`config.mk`:
```
export PLATFORM = sky130hd
export DESIGN_NAME = id_ex_stage
export DESIGN_NICKNAME = d
export VERILOG_FILES = /design/src/rtl/id_ex_stage.sv
export SDC_FILE = /design/constraint.sdc
export NUM_CORES = 1
export LEC_CHECK = 0
export CORE_AREA = 5 5 272 274
export DETAILED_ROUTE_END_ITERATION = 16
export DIE_AREA = 0 0 277 279
export PLACE_DENSITY = 0.56
export SYNTH_ARGS = -nofsm -noshare
export SYNTH_HDL_FRONTEND = slang
export SYNTH_SLANG_ARGS = --single-unit
```
`constraint.sdc`:
```
create_clock -name clk -period 3.2 [get_ports clk]
set_input_delay 0.64 -clock clk [delete_from_list [all_inputs] [get_ports clk]]
set_output_delay 0.64 -clock clk [all_outputs]
set_load 0.02 [all_outputs]
```
`src/rtl/id_ex_stage.sv`:
```
// -----------------------------------------------------------------------------
// id_ex_stage
//   ID/EX pipeline register of the five-stage RV64I core, plus the EX-side
//   operand steering that feeds the ALU.
//
//   Captures the decoded instruction from ID and resolves rs1/rs2 forwarding
//   from MEM (priority) and WB. Drives ALU operands alu_a/alu_b and alu_op.
//   Detects load-use hazards and inserts one bubble per hazard. Honours a
//   global stall and a branch flush.
//
// Ports
//   clk, rstn             clock, asynchronous active-low reset
//   stall, flush          global freeze / branch redirect (flush wins)
//   id_*                  decoded fields and regfile reads from ID
//   mem_rd/we/data        EX/MEM forwarding source
//   wb_rd/we/data         MEM/WB forwarding source (also regfile write port)
//   load_use_stall        hold PC and IF/ID this cycle (combinational)
//   ex_valid, ex_pc, ex_rd, ex_reg_we, ex_mem_re, ex_mem_we
//                         registered instruction state seen by EX
//   alu_a, alu_b, alu_op  ALU operands and operation
//   ex_store_data         forwarded rs2, independent of src_b
// -----------------------------------------------------------------------------
module id_ex_stage #(
  parameter int XLEN = 64
) (
  input  logic            clk,
  input  logic            rstn,
  input  logic            stall,
  input  logic            flush,
  input  logic            id_valid,
  input  logic [XLEN-1:0] id_pc,
  input  logic [XLEN-1:0] id_rs1_data,
  input  logic [XLEN-1:0] id_rs2_data,
  input  logic [XLEN-1:0] id_imm,
  input  logic [4:0]      id_rs1,
  input  logic [4:0]      id_rs2,
  input  logic [4:0]      id_rd,
  input  logic            id_use_rs1,
  input  logic            id_use_rs2,
  input  logic [3:0]      id_alu_op,
  input  logic            id_src_a,
  input  logic            id_src_b,
  input  logic            id_reg_we,
  input  logic            id_mem_re,
  input  logic            id_mem_we,
  input  logic [4:0]      mem_rd,
  input  logic            mem_we,
  input  logic [XLEN-1:0] mem_data,
  input  logic [4:0]      wb_rd,
  input  logic            wb_we,
  input  logic [XLEN-1:0] wb_data,
  output logic            load_use_stall,
  output logic            ex_valid,
  output logic [XLEN-1:0] ex_pc,
  output logic [4:0]      ex_rd,
  output logic            ex_reg_we,
  output logic            ex_mem_re,
  output logic            ex_mem_we,
  output logic [XLEN-1:0] alu_a,
  output logic [XLEN-1:0] alu_b,
  output logic [3:0]      alu_op,
  output logic [XLEN-1:0] ex_store_data
);

  // Registered instruction state
  logic            valid_q,    valid_d;
  logic [XLEN-1:0] pc_q,       pc_d;
  logic [XLEN-1:0] rs1_data_q, rs1_data_d;
  logic [XLEN-1:0] rs2_data_q, rs2_data_d;
  logic [XLEN-1:0] imm_q,      imm_d;
  logic [4:0]      rs1_q,      rs1_d;
  logic [4:0]      rs2_q,      rs2_d;
  logic [4:0]      rd_q,       rd_d;
  logic [3:0]      alu_op_q,   alu_op_d;
  logic            src_a_q,    src_a_d;
  logic            src_b_q,    src_b_d;
  logic            reg_we_q,   reg_we_d;
  logic            mem_re_q,   mem_re_d;
  logic            mem_we_q,   mem_we_d;

  // ---------------------------------------------------------------------------
  // Load-use hazard: the instruction in EX is a load whose destination is read
  // by the instruction in ID. A flush kills the ID instruction anyway, so no
  // hold is needed then.
  // ---------------------------------------------------------------------------
  logic hit_rs1, hit_rs2;
  assign hit_rs1 = id_use_rs1 && (id_rs1 == rd_q);
  assign hit_rs2 = id_use_rs2 && (id_rs2 == rd_q);

  assign load_use_stall = !flush && id_valid && valid_q && mem_re_q &&
                          (rd_q != 5'd0) && (hit_rs1 || hit_rs2);

  // ---------------------------------------------------------------------------
  // Write-through on capture: the regfile is written by WB in the same cycle
  // ID reads it, so the read data may be stale; take wb_data directly.
  // ---------------------------------------------------------------------------
  logic wt_rs1, wt_rs2;
  assign wt_rs1 = wb_we && (wb_rd != 5'd0) && (wb_rd == id_rs1);
  assign wt_rs2 = wb_we && (wb_rd != 5'd0) && (wb_rd == id_rs2);

  // ---------------------------------------------------------------------------
  // Next-state selection: flush > stall > bubble > load
  // ---------------------------------------------------------------------------
  always_comb begin
    valid_d    = valid_q;
    pc_d       = pc_q;
    rs1_data_d = rs1_data_q;
    rs2_data_d = rs2_data_q;
    imm_d      = imm_q;
    rs1_d      = rs1_q;
    rs2_d      = rs2_q;
    rd_d       = rd_q;
    alu_op_d   = alu_op_q;
    src_a_d    = src_a_q;
    src_b_d    = src_b_q;
    reg_we_d   = reg_we_q;
    mem_re_d   = mem_re_q;
    mem_we_d   = mem_we_q;

    if (flush) begin
      valid_d  = 1'b0;
      reg_we_d = 1'b0;
      mem_re_d = 1'b0;
      mem_we_d = 1'b0;
    end else if (stall) begin
      // everything holds
    end else if (load_use_stall) begin
      valid_d  = 1'b0;
      reg_we_d = 1'b0;
      mem_re_d = 1'b0;
      mem_we_d = 1'b0;
    end else begin
      valid_d    = id_valid;
      pc_d       = id_pc;
      rs1_data_d = wt_rs1 ? wb_data : id_rs1_data;
      rs2_data_d = wt_rs2 ? wb_data : id_rs2_data;
      imm_d      = id_imm;
      rs1_d      = id_rs1;
      rs2_d      = id_rs2;
      rd_d       = id_rd;
      alu_op_d   = id_alu_op;
      src_a_d    = id_src_a;
      src_b_d    = id_src_b;
      // Enables are qualified by valid so an empty EX slot never writes.
      reg_we_d   = id_reg_we & id_valid;
      mem_re_d   = id_mem_re & id_valid;
      mem_we_d   = id_mem_we & id_valid;
    end
  end

  always_ff @(posedge clk or negedge rstn) begin
    if (!rstn) begin
      valid_q    <= 1'b0;
      pc_q       <= '0;
      rs1_data_q <= '0;
      rs2_data_q <= '0;
      imm_q      <= '0;
      rs1_q      <= 5'd0;
      rs2_q      <= 5'd0;
      rd_q       <= 5'd0;
      alu_op_q   <= 4'd0;
      src_a_q    <= 1'b0;
      src_b_q    <= 1'b0;
      reg_we_q   <= 1'b0;
      mem_re_q   <= 1'b0;
      mem_we_q   <= 1'b0;
    end else begin
      valid_q    <= valid_d;
      pc_q       <= pc_d;
      rs1_data_q <= rs1_data_d;
      rs2_data_q <= rs2_data_d;
      imm_q      <= imm_d;
      rs1_q      <= rs1_d;
      rs2_q      <= rs2_d;
      rd_q       <= rd_d;
      alu_op_q   <= alu_op_d;
      src_a_q    <= src_a_d;
      src_b_q    <= src_b_d;
      reg_we_q   <= reg_we_d;
      mem_re_q   <= mem_re_d;
      mem_we_q   <= mem_we_d;
    end
  end

  // ---------------------------------------------------------------------------
  // Operand forwarding: MEM is younger than WB, so it wins. x0 never forwards.
  // ---------------------------------------------------------------------------
  logic [XLEN-1:0] fwd1, fwd2;

  always_comb begin
    fwd1 = rs1_data_q;
    if (mem_we && (mem_rd != 5'd0) && (mem_rd == rs1_q)) begin
      fwd1 = mem_data;
    end else if (wb_we && (wb_rd != 5'd0) && (wb_rd == rs1_q)) begin
      fwd1 = wb_data;
    end
  end

  always_comb begin
    fwd2 = rs2_data_q;
    if (mem_we && (mem_rd != 5'd0) && (mem_rd == rs2_q)) begin
      fwd2 = mem_data;
    end else if (wb_we && (wb_rd != 5'd0) && (wb_rd == rs2_q)) begin
      fwd2 = wb_data;
    end
  end

  assign alu_a         = src_a_q ? pc_q  : fwd1;
  assign alu_b         = src_b_q ? imm_q : fwd2;
  assign ex_store_data = fwd2;
  assign alu_op        = alu_op_q;

  assign ex_valid  = valid_q;
  assign ex_pc     = pc_q;
  assign ex_rd     = rd_q;
  assign ex_reg_we = reg_we_q;
  assign ex_mem_re = mem_re_q;
  assign ex_mem_we = mem_we_q;

endmodule

```
==> impl_metrics.env, run 1 <==
export IMPL_status="finished with violations"
export IMPL_violations="negative setup slack"
export IMPL_fmax_mhz=281
export IMPL_worstSetupEndpoint="alu_a[43]"
export IMPL_die_area_um2=77300
export IMPL_cts_tree="done"
export IMPL_grt_pass1_wl_um=153000
export IMPL_pwr_density_cell_nw_per_um2=489
export IMPL_critPathArrivalTime_ns=2.92
export IMPL_synthCells=1868
export IMPL_avgSynthCellArea_um2=9.38
export IMPL_gr_total_overflow=0
export IMPL_grt_setup_unrepaired="true"
export IMPL_die_h_um=279
export IMPL_hold_class="primary input to async pin"
export IMPL_crit_type="primary input to primary output"
export IMPL_period_share=1.11
export IMPL_worstReg2RegStart="ex_rd[4]$_DFFE_PN0P_"
export IMPL_timing_rr_end="ex_pc[40]$_DFFE_PN0P_"
export IMPL_end_kind="primary output"
export IMPL_drt_initial_drc_count=1980
export IMPL_antenna_found_initial=23
export IMPL_grt_usage=0.259
export IMPL_synth_common_cells="dfrtp_1 (281), mux2_2 (219), nand2_1 (195)"
export IMPL_crit_chain="clkdlybuf4s15_2 > buf_6 > xor2_2 > nor2_1 > or4b_4 > buf_12 > buf_6 > buf_6 > a221oi_4 > o31ai_1 > buf_2"
export IMPL_synth_main_ff_cell="dfrtp_1"
export IMPL_insertion_delay_ns=0.57
export IMPL_routabilityCongestion=0.858
export IMPL_ir_drop_mv=0.401
export IMPL_r2r_slack_ns=0.61
export IMPL_htreeDepth=2
export IMPL_multiInputGateArea_um2=12500
export IMPL_drc=0
export IMPL_cap_viol_max_count=0
export IMPL_slowest_stage="or4b_4"
export IMPL_synth_top_area_frac=0.401
export IMPL_worst_pin_slew_ns=0.906
export IMPL_setup_violations=173
export IMPL_clk_pin_slew_ns=0.05
export IMPL_synth_distinct_cells=41
export IMPL_r2r_worst_path_cells=7
export IMPL_crit_path_start="wb_rd[1]"
export IMPL_path_max_fanout=8
export IMPL_synthMostInstantiatedCell="dfrtp_1"
export IMPL_place_ws_ns=-1.21
export IMPL_fin_crit_ns=3.56
export IMPL_synthTopCellsByArea="dfrtp_1 (40%), mux2_2 (14%), a32oi_1 (6.2%), o31ai_1 (5.5%), nand2_1 (4.2%)"
export IMPL_clk_path_buf_depth=3
export IMPL_async_flop_share=1.00
export IMPL_synth_edf_count=0
export IMPL_cpMostUsedCell="buf_6"
export IMPL_syn_nets=2295
export IMPL_yosys_area_top_type="dfrtp_1"
export IMPL_initial_core_util=0.246
export IMPL_ant_nets=0
export IMPL_hpwl_um=68300
export IMPL_required_ns=2.56
export IMPL_post_drt_wl_per_cell_um=28.4
export IMPL_yosysWarnings=0
export IMPL_dr_pass1_iters=8
export IMPL_final_max_slew_violation_count=0
export IMPL_relSlewSlack=0.396
export IMPL_routed_wl_um=108000
export IMPL_skew_ns=0.0199
export IMPL_grt_max_degree=91
export IMPL_hold_viol=0
export IMPL_startpoint_type="primary input"
export IMPL_critical_path_max_stage_delay_ns=0.59
export IMPL_cts_buffers=41
export IMPL_cts_sinks=281
export IMPL_synth_seq_cells=281
export IMPL_syn2layout_area_growth_pct=97.1
export IMPL_netlist_area_um2=17500
export IMPL_cts_hold_buffers=0
export IMPL_grt_pass1_vias=21800
export IMPL_placed_cell_area_um2=27300
export IMPL_seq_area_frac_synth=0.401
export IMPL_num_io_pins=697
export IMPL_seqCellArea_um2=7040
export IMPL_fp_dieW_um=277
export IMPL_vias=20600
export IMPL_final_util=0.486
export IMPL_viasPerCell=5.45
export IMPL_n_fill_cell=6384
export IMPL_layout_nets=3219
export IMPL_drive_gt1_frac=0.419
export IMPL_tns_ns=-29.78
export IMPL_core_region_area_um2=71100
export IMPL_rows=98
export IMPL_fin_area_um2=34500
export IMPL_portBuffers=696
export IMPL_cts_root_buffer="clkbuf_16"
export IMPL_worst_slack_ns=-0.361
export IMPL_leakage_nw=14.2
## cell usage in the layout (no fill, tap or decap), types with 9 or more instances in the layout
cell type	netlist	layout
clkbuf_1	114	9
and2_1	65	64
inv_1	127	127
o31ai_1	128	25
buf_6	7	257
mux2_4	0	53
diode_2	0	15
a221oi_4	0	46
mux2_2	219	166
o31ai_4	0	66
buf_4	21	188
a221oi_2	30	18
clkbuf_16	0	45
xnor2_1	29	20
nand4_1	70	70
nor2_1	69	65
clkdlybuf4s50_1	0	492
nor3_1	65	27
a32oi_1	125	125
a31oi_4	0	61
o31ai_2	0	37
buf_16	0	23
buf_8	0	13
a21oi_1	127	126
dfrtp_1	281	276
nor3_2	1	34
buf_12	0	86
xor2_1	11	9
nand2_1	195	192
buf_2	50	14
## stage by stage
step	power (W)	instances	hold slack, ns
floorplan	0.00714	1868	0.344
finish	0.0169	3784	0.0651
global route	0.0175	3784	0.101
global placement	0.0105	3545	0.482
detailed placement	0.0105	3545	0.490
CTS	0.0165	3741	0.0782
## worst min path at each step
stage / endpoint / slack, ns / cells after the start
floorplan: alu_op[0]$_DFFE_PN0P_ / 0.34 / 0
global placement: ex_mem_we$_DFFE_PN0P_ / 0.48 / 1
detailed placement: imm_q[15]$_DFFE_PN0P_ / 0.49 / 1
CTS: rs1_data_q[6]$_DFFE_PN0P_ / 0.08 / 1
global route: ex_pc[0]$_DFFE_PN0P_ / 0.10 / 1
finish: ex_pc[0]$_DFFE_PN0P_ / 0.07 / 1
## kinds of logic after synthesis
logic type / Yosys count / synth area share
AOI/OAI and AO/OA: 519 / 0.225
xor gates and xnor gates: 40 / 0.0200
buffers and inverters: 331 / 0.0822
DFF: 281 / 0.401
muxes: 219 / 0.141
and+or+nand+nor: 478 / 0.131
## per-layer routing
metal  vias to the layer above  track usage  part of all wire
li1                       8822            -                 -
met2                      1135        0.444              0.49
met1                     10400        0.313              0.39
met4                         8        0.118             0.048
met3                       269       0.0572             0.073
met5                         -            0           0.00057
## critical path, delay by kind of cell
kind / cells / cell delay (ns)
buffers and inverters: 6 / 1.00
AOI/OAI and AO/OA: 2 / 0.37
and+or+nand+nor: 2 / 0.71
xor gates and xnor gates: 1 / 0.19
## report_power, final
group,switching [W],internal (W),total (W)
clock,0.00187,0.00261,0.00448
combinational,0.00381,0.00400,0.00780
sequential,0.000548,0.00406,0.00461
## sequential cells by signal, indices dropped and copies added, names as in the netlist, 4 cells and up
register and cells:
rs2_q 5, imm_q 64, rs1_q 5, alu_op 4, rs2_data_q 64, ex_pc 64
rs1_data_q 64, ex_rd 5
## timing repair
action / 4_1_cts / 5_1_grt
buffers inserted: 106 / 50
resized for setup: 1612 / 262
hold endpoints to repair: 0 / 0
cloned: 36 / 2
pin swaps: 116 / 110
setup endpoints to repair: 192 / 193
## layout make-up
cell class,count,share of cell area
Tap cell,950,0.0344
Clock buffer,59,0.0349
Timing Repair Buffer,1085,0.349
Multi-Input combinational cell,1256,0.361
Inverter,127,0.0138
Antenna cell,15,0.00109
Clock inverter,11,0.00199
Sequential cell,281,0.204
(Power assumes the default switching activity.)
==> run 2: changes to the inputs <==
==> config.mk (replaced) <==
export PLATFORM = sky130hd
export DESIGN_NAME = id_ex_stage
export DESIGN_NICKNAME = d
export VERILOG_FILES = /design/src/rtl/id_ex_stage.sv
export SDC_FILE = /design/constraint.sdc
export NUM_CORES = 1
export LEC_CHECK = 0
export CORE_AREA = 5 5 269 271
export CTS_BUF_LIST = sky130_fd_sc_hd__clkbuf_4
export DETAILED_ROUTE_END_ITERATION = 16
export DIE_AREA = 0 0 274 276
export PLACE_DENSITY = 0.57
export SYNTH_ARGS = -nofsm -noshare
export SYNTH_HDL_FRONTEND = slang
export SYNTH_SLANG_ARGS = --single-unit
==> run 2 against run 1 <==
  * The run still ends with negative setup slack left
  * Final area down 2.1%
  * Register-to-register slack better by 0.34 ns
  * First-iteration DRC count down 5.8%
  * Critical path depth fell by 3
  * Clock power down 18%
  * Critical path type is now flip-flop to primary output
  * Critical endpoint is now alu_a[34]
==> impl_metrics.env, run 2 (synthesis gave the netlist of run 1 again) <==
export IMPL_die_h_um=276
export IMPL_cpMostUsedCell="buf_4"
export IMPL_insertion_delay_ns=0.87
export IMPL_drc=0
export IMPL_crit_chain="xor2_2 > nor2_1 > or4b_4 > buf_16 > buf_4 > a221oi_4 > o31ai_1 > buf_4"
export IMPL_ant_nets=0
export IMPL_setup_violations=192
export IMPL_cts_buffers=90
export IMPL_layout_nets=3269
export IMPL_cts_tree="done"
export IMPL_required_ns=2.56
export IMPL_syn2layout_area_growth_pct=92.9
export IMPL_whs_ns=0.260
export IMPL_crit_path_start="rs1_q[4]$_DFFE_PN0P_"
export IMPL_critical_path_max_stage_delay_ns=0.55
export IMPL_htreeDepth=3
export IMPL_fmax_mhz=268
export IMPL_clk_pin_slew_ns=0.07
export IMPL_num_io_pins=697
export IMPL_fin_crit_ns=3.73
export IMPL_routabilityCongestion=0.889
export IMPL_leakage_nw=14.2
export IMPL_cts_root_buffer="clkbuf_4"
export IMPL_pwr_density_cell_nw_per_um2=465
export IMPL_worst_slack_ns=-0.532
export IMPL_final_common_cell="clkdlybuf4s50_1"
export IMPL_initial_core_util=0.252
export IMPL_total_power_w=0.0157
export IMPL_path_max_fanout=14
export IMPL_dp_cells=3536
export IMPL_mostFrequentLayoutCells="clkdlybuf4s50_1 (493), dfrtp_1 (275), buf_4 (265), nand2_1 (193), mux2_2 (183)"
export IMPL_worstSetupEndpoint="alu_a[34]"
export IMPL_rows=97
export IMPL_timing_rr_end="ex_pc[31]$_DFFE_PN0P_"
export IMPL_skew_ns=0.0856
export IMPL_end_kind="primary output"
export IMPL_fp_dieW_um=274
export IMPL_grt_pass1_vias=21300
export IMPL_drt_initial_drc_count=1865
export IMPL_status="finished with violations"
export IMPL_hold_class="primary input to async pin"
export IMPL_r2r_slack_ns=0.95
export IMPL_vias=20900
export IMPL_cap_viol_max_count=0
export IMPL_core_region_area_um2=69500
export IMPL_period_share=1.17
export IMPL_grt_setup_unrepaired="true"
export IMPL_violations="negative setup slack"
export IMPL_relSlewSlack=0.414
export IMPL_grt_pass1_wl_um=143000
export IMPL_critPathArrivalTime_ns=3.09
export IMPL_multiInputGateArea_um2=12300
export IMPL_die_area_um2=75600
export IMPL_grt_max_degree=126
export IMPL_hpwl_um=67200
export IMPL_instances_no_fill=3857
export IMPL_portBuffers=696
export IMPL_post_drt_wl_per_cell_um=27.6
export IMPL_startpoint_type="flip-flop"
export IMPL_routed_wl_um=106000
export IMPL_hold_viol=0
export IMPL_worstReg2RegStart="ex_rd[3]$_DFFE_PN0P_"
export IMPL_seqCellArea_um2=7040
export IMPL_crit_type="flip-flop to primary output"
export IMPL_slowest_stage="or4b_4"
export IMPL_dr_pass1_iters=5
export IMPL_cts_sinks=281
export IMPL_place_ws_ns=-1.16
export IMPL_worst_pin_slew_ns=0.879
export IMPL_clk_path_buf_depth=3
export IMPL_gr_total_overflow=0
export IMPL_antenna_found_initial=22
export IMPL_viasPerCell=5.42
export IMPL_r2r_worst_path_cells=8
export IMPL_final_max_slew_violation_count=0
export IMPL_n_fill_cell=6336
export IMPL_drive_gt1_frac=0.440
export IMPL_ir_drop_mv=0.271
export IMPL_grt_usage=0.248
==> run 2: cell count changes in the layout (fill, tap and decap cells not counted), moves of 30 or more <==
| cell | change |
|---|---|
| buf_4 | +77 |
| buf_6 | -90 |
| clkbuf_4 | +124 |
| nor2_1 | -30 |
| nor3_4 | +49 |
| o31ai_4 | -40 |
==> run 2: worst max-delay path, delay by kind of cell, from the launching register on <==
| family | cells | cell delay [ns] |
|---|---|---|
| flip-flops | 1 | 0.43 |
| XOR/XNOR | 1 | 0.17 |
| buffers and inverters | 3 | 0.59 |
| AO/OA/AOI/OAI | 2 | 0.40 |
| AND/OR/NAND/NOR | 2 | 0.66 |
==> run 2: how the worst min path moves through the flow <==
| stage | end | slack [ns] | start | depth (start not counted) |
|---|---|---|---|---|
| final | ex_mem_we$_DFFE_PN0P_ | 0.26 | rstn | 2 |
| after detailed placement | ex_reg_we$_DFFE_PN0P_ | 0.48 | ex_reg_we$_DFFE_PN0P_ | 1 |
| after CTS | src_a_q$_DFFE_PN0P_ | 0.15 | rstn | 2 |
| after global placement | imm_q[19]$_DFFE_PN0P_ | 0.48 | imm_q[19]$_DFFE_PN0P_ | 1 |
| after floorplan | alu_op[0]$_DFFE_PN0P_ | 0.34 | rstn | 0 |
| after global routing | ex_mem_we$_DFFE_PN0P_ | 0.15 | rstn | 2 |
==> run 2: layer usage <==
metal  global-route usage  vias to the layer above  wire length (um)
met5                    0                        -                92
met3               0.0674                      300              8660
met1                0.294                    10400             40300
met4                0.101                       12              5050
met2                0.424                     1218             52300
li1                     -                     8982                 -
==> run 2: timing repair <==
action	4_1_cts	5_1_grt
hold buffers	1	0
endpoints found under the setup margin	192	192
pin swaps	68	95
resized for setup	816	892
cloned	16	20
buffers inserted	53	79
hold endpoints to repair	47	0
==> run 2: cell type report <==
type,count,area share
diodes,22,0.00163
clock buffers,124,0.0275
clock inverters,21,0.00359
inverters,127,0.0141
multi-input cells,1256,0.364
flip-flops and latches,281,0.208
well taps,940,0.0348
repair buffers,1086,0.346
==> run 2: through the flow <==
step | instance area [um^2] | util | setup TNS [ns]
floorplan | 17500 | - | 0
global placement | 27200 | 0.391 | -166.17
detailed placement | 27200 | 0.391 | -169.20
CTS | 30000 | 0.432 | -94.35
global route | 33800 | 0.486 | -97.43
finish | 33800 | 0.486 | -68.25
==> run 2: where the power goes <==
| group | internal (W) | leakage, nW | switching (W) |
|---|---|---|---|
| sequential | 0.00406 | 3.19 | 0.000485 |
| clock | 0.00184 | 0.630 | 0.00182 |
| combinational | 0.00374 | 10.4 | 0.00378 |
==> edit 1, RTL diff (flow settings as in run 1) <==
Change the parameter `XLEN` from 64 to 60.
--- a/src/rtl/id_ex_stage.sv
+++ b/src/rtl/id_ex_stage.sv
@@ -22,5 +22,5 @@
 // -----------------------------------------------------------------------------
 module id_ex_stage #(
-  parameter int XLEN = 64
+  parameter int XLEN = 60
 ) (
   input  logic            clk,
Ports: changed (10 resized); port bits go from 697 to 657. The function was not compared with the original's and may differ.
==> edit 1 against run 1 <==
- routed wire length shrank 4.0%
- power decreased by 4.1%
- the run still ends with setup timing left
- cell count down 7.3%
- synthesized cell count is 13% lower
- setup slack improved by 0.069 ns
- design area decreased by 5.8%
- critical endpoint is now alu_a[6]
- global-route usage shrank 2.1 points
- area after synthesis shrank 7.2%
- maximum frequency increased by 2.0%
- sequential cell count is 16 lower
==> edit 1: results (changes against run 1) <==
| Metric | Value |
|---|---|
| Reg-to-reg startpoint | `ex_rd[3]$_DFFE_PN0P_` |
| Mapped Nets | `2026 (-12%)` |
| Layout cells sized above 1 | `47.5% (+5.5 points)` |
| Antenna Cells | `17 (+2)` |
| Slowest CP cell | `or4_4` |
| Multiplexer share of the synthesized area | `22.5% (+8.4 points)` |
| Setup WS pre-CTS | `-1.17 ns (+0.0397 ns)` |
| Inverters | `59 (-54%)` |
| Peak supply drop | `0.000385 V (-4.0%)` |
| R2r endpoint | `ex_pc[22]$_DFFE_PN0P_` |
| Non-CTS buffers | `1027 (-5.3%)` |
| Number of buffers added on ports | `656 (-5.7%)` |
| Fillcell total | `6486 (+1.6%)` |
| GPL Wtd Cong | `0.904 (+5.3%)` |
| Final non-filler cell total | `3508 (-7.3%)` |
| Worst R2R Path Depth | `8 (+1)` |
| Setup crit end | `alu_a[6]` |
| Worst Setup SP | `wb_rd[1]` |
| Pin count of the biggest net entering global routing | `79 (-13%)` |
| Worst-case clock skew | `0.0198 ns (-0.0000607 ns)` |
| CTS buffer count | `38 (-7.3%)` |
| Vias per inst | `5.27 (-3.2%)` |
| Slew headroom | `39.3% (-0.22 points)` |
| Final hold slack | `0.126 ns (+0.0608 ns)` |
| Routed len/inst | `29.4 um (+3.5%)` |
| Vias in the first global route | `19400 (-11%)` |
| Clock network area share | `3.76% (+0.072 points)` |
| Seq/Total Area, Yosys | `40.8% (+0.64 points)` |
| All-Layer GR Usage | `23.9% (-2.1 points)` |
| Crit path max fanout | `27 (+19)` |
| Final setup fails | `178 (+2.9%)` |
| Mean Syn Cell Area | `10.0 sq um (+6.8%)` |
| Global-route wire length before repair | `139000 um (-9.3%)` |
| Area share of xor/xnor cells in the synthesized design | `2.15% (+0.15 points)` |
| Reg-to-reg slack, setup | `0.88 ns (+0.27 ns)` |
| Delay-heaviest family, CP | `simple AND/OR/NAND/NOR gates` |
| Initial DRT Pass Iterations | `5 (-3)` |
| Failing checks | `setup timing` |
| NonClk Buf Share | `35.2% (+0.28 points)` |
| Slowest stage delay, CP | `0.54 ns (-0.05 ns)` |
| Initial antenna violation count | `22 (-4.3%)` |
| Setup TNS | `-26.70 ns (+3.08 ns)` |
| Synth area leaders | `dfrtp_1, mux2_2, o31ai_1` |
| DP Area | `26000 sq um (-4.7%)` |
| Synth cell count leaders | `dfrtp_1, mux2_2, nand2_1` |
| Layout clock buffer count | `52 (-12%)` |
| Status | `complete, but fails checks` |
| Clock sink count | `265 (-5.7%)` |
| DRT iter0 DRCs | `1488 (-25%)` |
| DP HPWL | `64300 um (-6.0%)` |
| Multi-input combinational area share | `36.2% (+0.10 points)` |
| Nets | `2919 (-9.3%)` |
| Final WS setup | `-0.292 ns (+0.0694 ns)` |
| Asr flop ratio synth | `100% (unchanged)` |
| Seq/total area | `20.4% (about the same)` |
edit 1: routing by layer:
layer / vias up / GRT usage, % / part of all wire (%)
li1: 7923 / - / -
met1: 9432 / 29.9 / 41
met2: 899 / 40.3 / 48
met3: 228 / 6.04 / 7.4
met4: 18 / 8.15 / 3.8
met5: - / 0 / 0.11
edit 1: power breakdown:
| group | total, W | leakage (nW) | switching [W] | internal [W] |
|---|---|---|---|---|
| combinational | 0.00756 | 9.46 | 0.00365 | 0.00391 |
| sequential | 0.00432 | 3.06 | 0.000477 | 0.00385 |
| clock | 0.00430 | 0.605 | 0.00172 | 0.00258 |
| total | 0.0162 | 13.1 | 0.00584 | 0.0103 |
edit 1: what timing repair did:
item,4_1_cts,5_1_grt
gates cloned,25,11
hold buffers,0,0
pin swaps,92,109
buffers inserted,93,64
endpoints found under the setup margin,180,180
gates resized for setup,1168,454
==> edit 2, RTL diff (flow settings as in run 1) <==
Made on the original files. `imm_q` no longer has a reset.
--- a/src/rtl/id_ex_stage.sv
+++ b/src/rtl/id_ex_stage.sv
@@ -155,5 +155,4 @@
       rs1_data_q <= '0;
       rs2_data_q <= '0;
-      imm_q      <= '0;
       rs1_q      <= 5'd0;
       rs2_q      <= 5'd0;
@@ -170,5 +169,4 @@
       rs1_data_q <= rs1_data_d;
       rs2_data_q <= rs2_data_d;
-      imm_q      <= imm_d;
       rs1_q      <= rs1_d;
       rs2_q      <= rs2_d;
@@ -183,4 +181,8 @@
   end
 
+  always_ff @(posedge clk) begin
+    imm_q <= imm_d;
+  end
+
   // ---------------------------------------------------------------------------
   // Operand forwarding: MEM is younger than WB, so it wins. x0 never forwards.
Function: not settled (the Yosys comparison gave no result); the edit may change what the design does.
==> edit 2 against run 1 <==
- the run still ends with setup timing left
- area after synthesis decreased by 2.5%
- design area up 1.3%
- power grew 1.4%
- cell count grew 0.11%
- sequential cell count unchanged
- hold slack better by 0.018 ns
- setup slack worse by 0.12 ns
- utilization is 0.63 points higher
- critical path depth increased by 2
- routed wire length rose by 2.4%
- synthesized cell count decreased by 3.6%
- largest cell class is now buffers
==> edit 2: results (changes against run 1) <==
| Metric | Value |
|---|---|
| Setup crit end | `alu_b[38]` |
| Mean Syn Cell Area | `9.48 sq um (+1.1%)` |
| Asr flop ratio synth | `77.2% (-23 points)` |
| Area share of xor/xnor cells in the synthesized design | `2.05% (+0.051 points)` |
| CP Data Arrival Time | `3.04 ns (+0.12 ns)` |
| Mapped Nets | `2228 (-2.9%)` |
| Vias in the first global route | `21600 (-0.82%)` |
| CTS buffer count | `40 (-2.4%)` |
| Startpoint types | `flop` |
| All-Layer GR Usage | `25.7% (-0.21 points)` |
| Reg-to-reg startpoint | `ex_rd[0]$_DFFE_PN0P_` |
| Worst Setup SP | `rs2_q[2]$_DFFE_PN0P_` |
| Final WS setup | `-0.479 ns (-0.117 ns)` |
| Setup TNS | `-48.10 ns (-18.31 ns)` |
| EDFF count, synth | `64 (+64)` |
| WL final | `110000 um (+2.4%)` |
| Global-route wire length before repair | `151000 um (-1.5%)` |
| Slowest stage delay, CP | `0.42 ns (-0.17 ns)` |
| Seq/Total Area, Yosys | `43.0% (+2.9 points)` |
| Sequential power | `0.00456 W (-1%)` |
| R2r endpoint | `rs2_data_q[45]$_DFFE_PN0P_` |
| Yosys cell types | `43 (+4.9%)` |
| Switching Fraction | `35.9% (-0.99 points)` |
| Slew headroom | `46.5% (+6.9 points)` |
| Status | `complete, but fails checks` |
| Final setup fails | `192 (+11%)` |
| Multiplexer share of the synthesized area | `9.95% (-4.1 points)` |
| Final hold slack | `0.0832 ns (+0.0182 ns)` |
| Peak supply drop | `0.000405 V (+1.0%)` |
| Initial antenna violation count | `18 (-22%)` |
| Reg-to-reg slack, setup | `0.91 ns (+0.30 ns)` |
| Worst-case clock skew | `0.0215 ns (+0.00162 ns)` |
| Synth Area in Compound Gates | `23.2% (+0.71 points)` |
| Sw Pwr | `0.00614 W (-1.3%)` |
| Layout cells sized above 1 | `41.1% (-0.78 points)` |
| Nets | `3227 (+0.25%)` |
| Dpl cells | `3507 (-1.1%)` |
| Total number of vias | `21000 (+1.7%)` |
| Routed len/inst | `29.1 um (+2.3%)` |
| Synth area leaders | `dfrtp_1, edfxtp_1, mux2_2` |
| Failing checks | `setup timing` |
edit 2: cell count changes after synthesis, moves of 2 or more:
cell / run 1 / this run
a32oi_1: 125 / 127
buf_2: 50 / 47
clkbuf_1: 114 / 112
dfrtp_1: 281 / 217
edfxtp_1: 0 / 64
inv_1: 127 / 129
mux2_1: 0 / 22
mux2_2: 219 / 129
nand2_1: 195 / 197
edit 2: repair_timing:
item | 4_1_cts | 5_1_grt
pin swaps | 93 | 173
hold endpoints to repair | 0 | 0
setup buffers | 138 | 94
cloned | 29 | 9
setup endpoints to repair | 192 | 192
resized for setup | 1408 | 527
edit 2: routing by layer:
layer	up-vias	GRT usage, %	part of all wire, %
met5	-	0	0.083
met4	16	8.92	3.8
met1	10500	32.1	38
met2	1399	42.4	47
li1	8780	-	-
met3	288	8.12	11
edit 2: final cells by class:
cell class	instances	area, sq um
antenna	9	22.5
tap	950	1190
timing repair buffer	1154	13000
fill	6238	36100
clock inverter	9	128
clock buffer	62	1190
inverter	130	495
multi-input combinational	1193	11600
sequential	281	7360
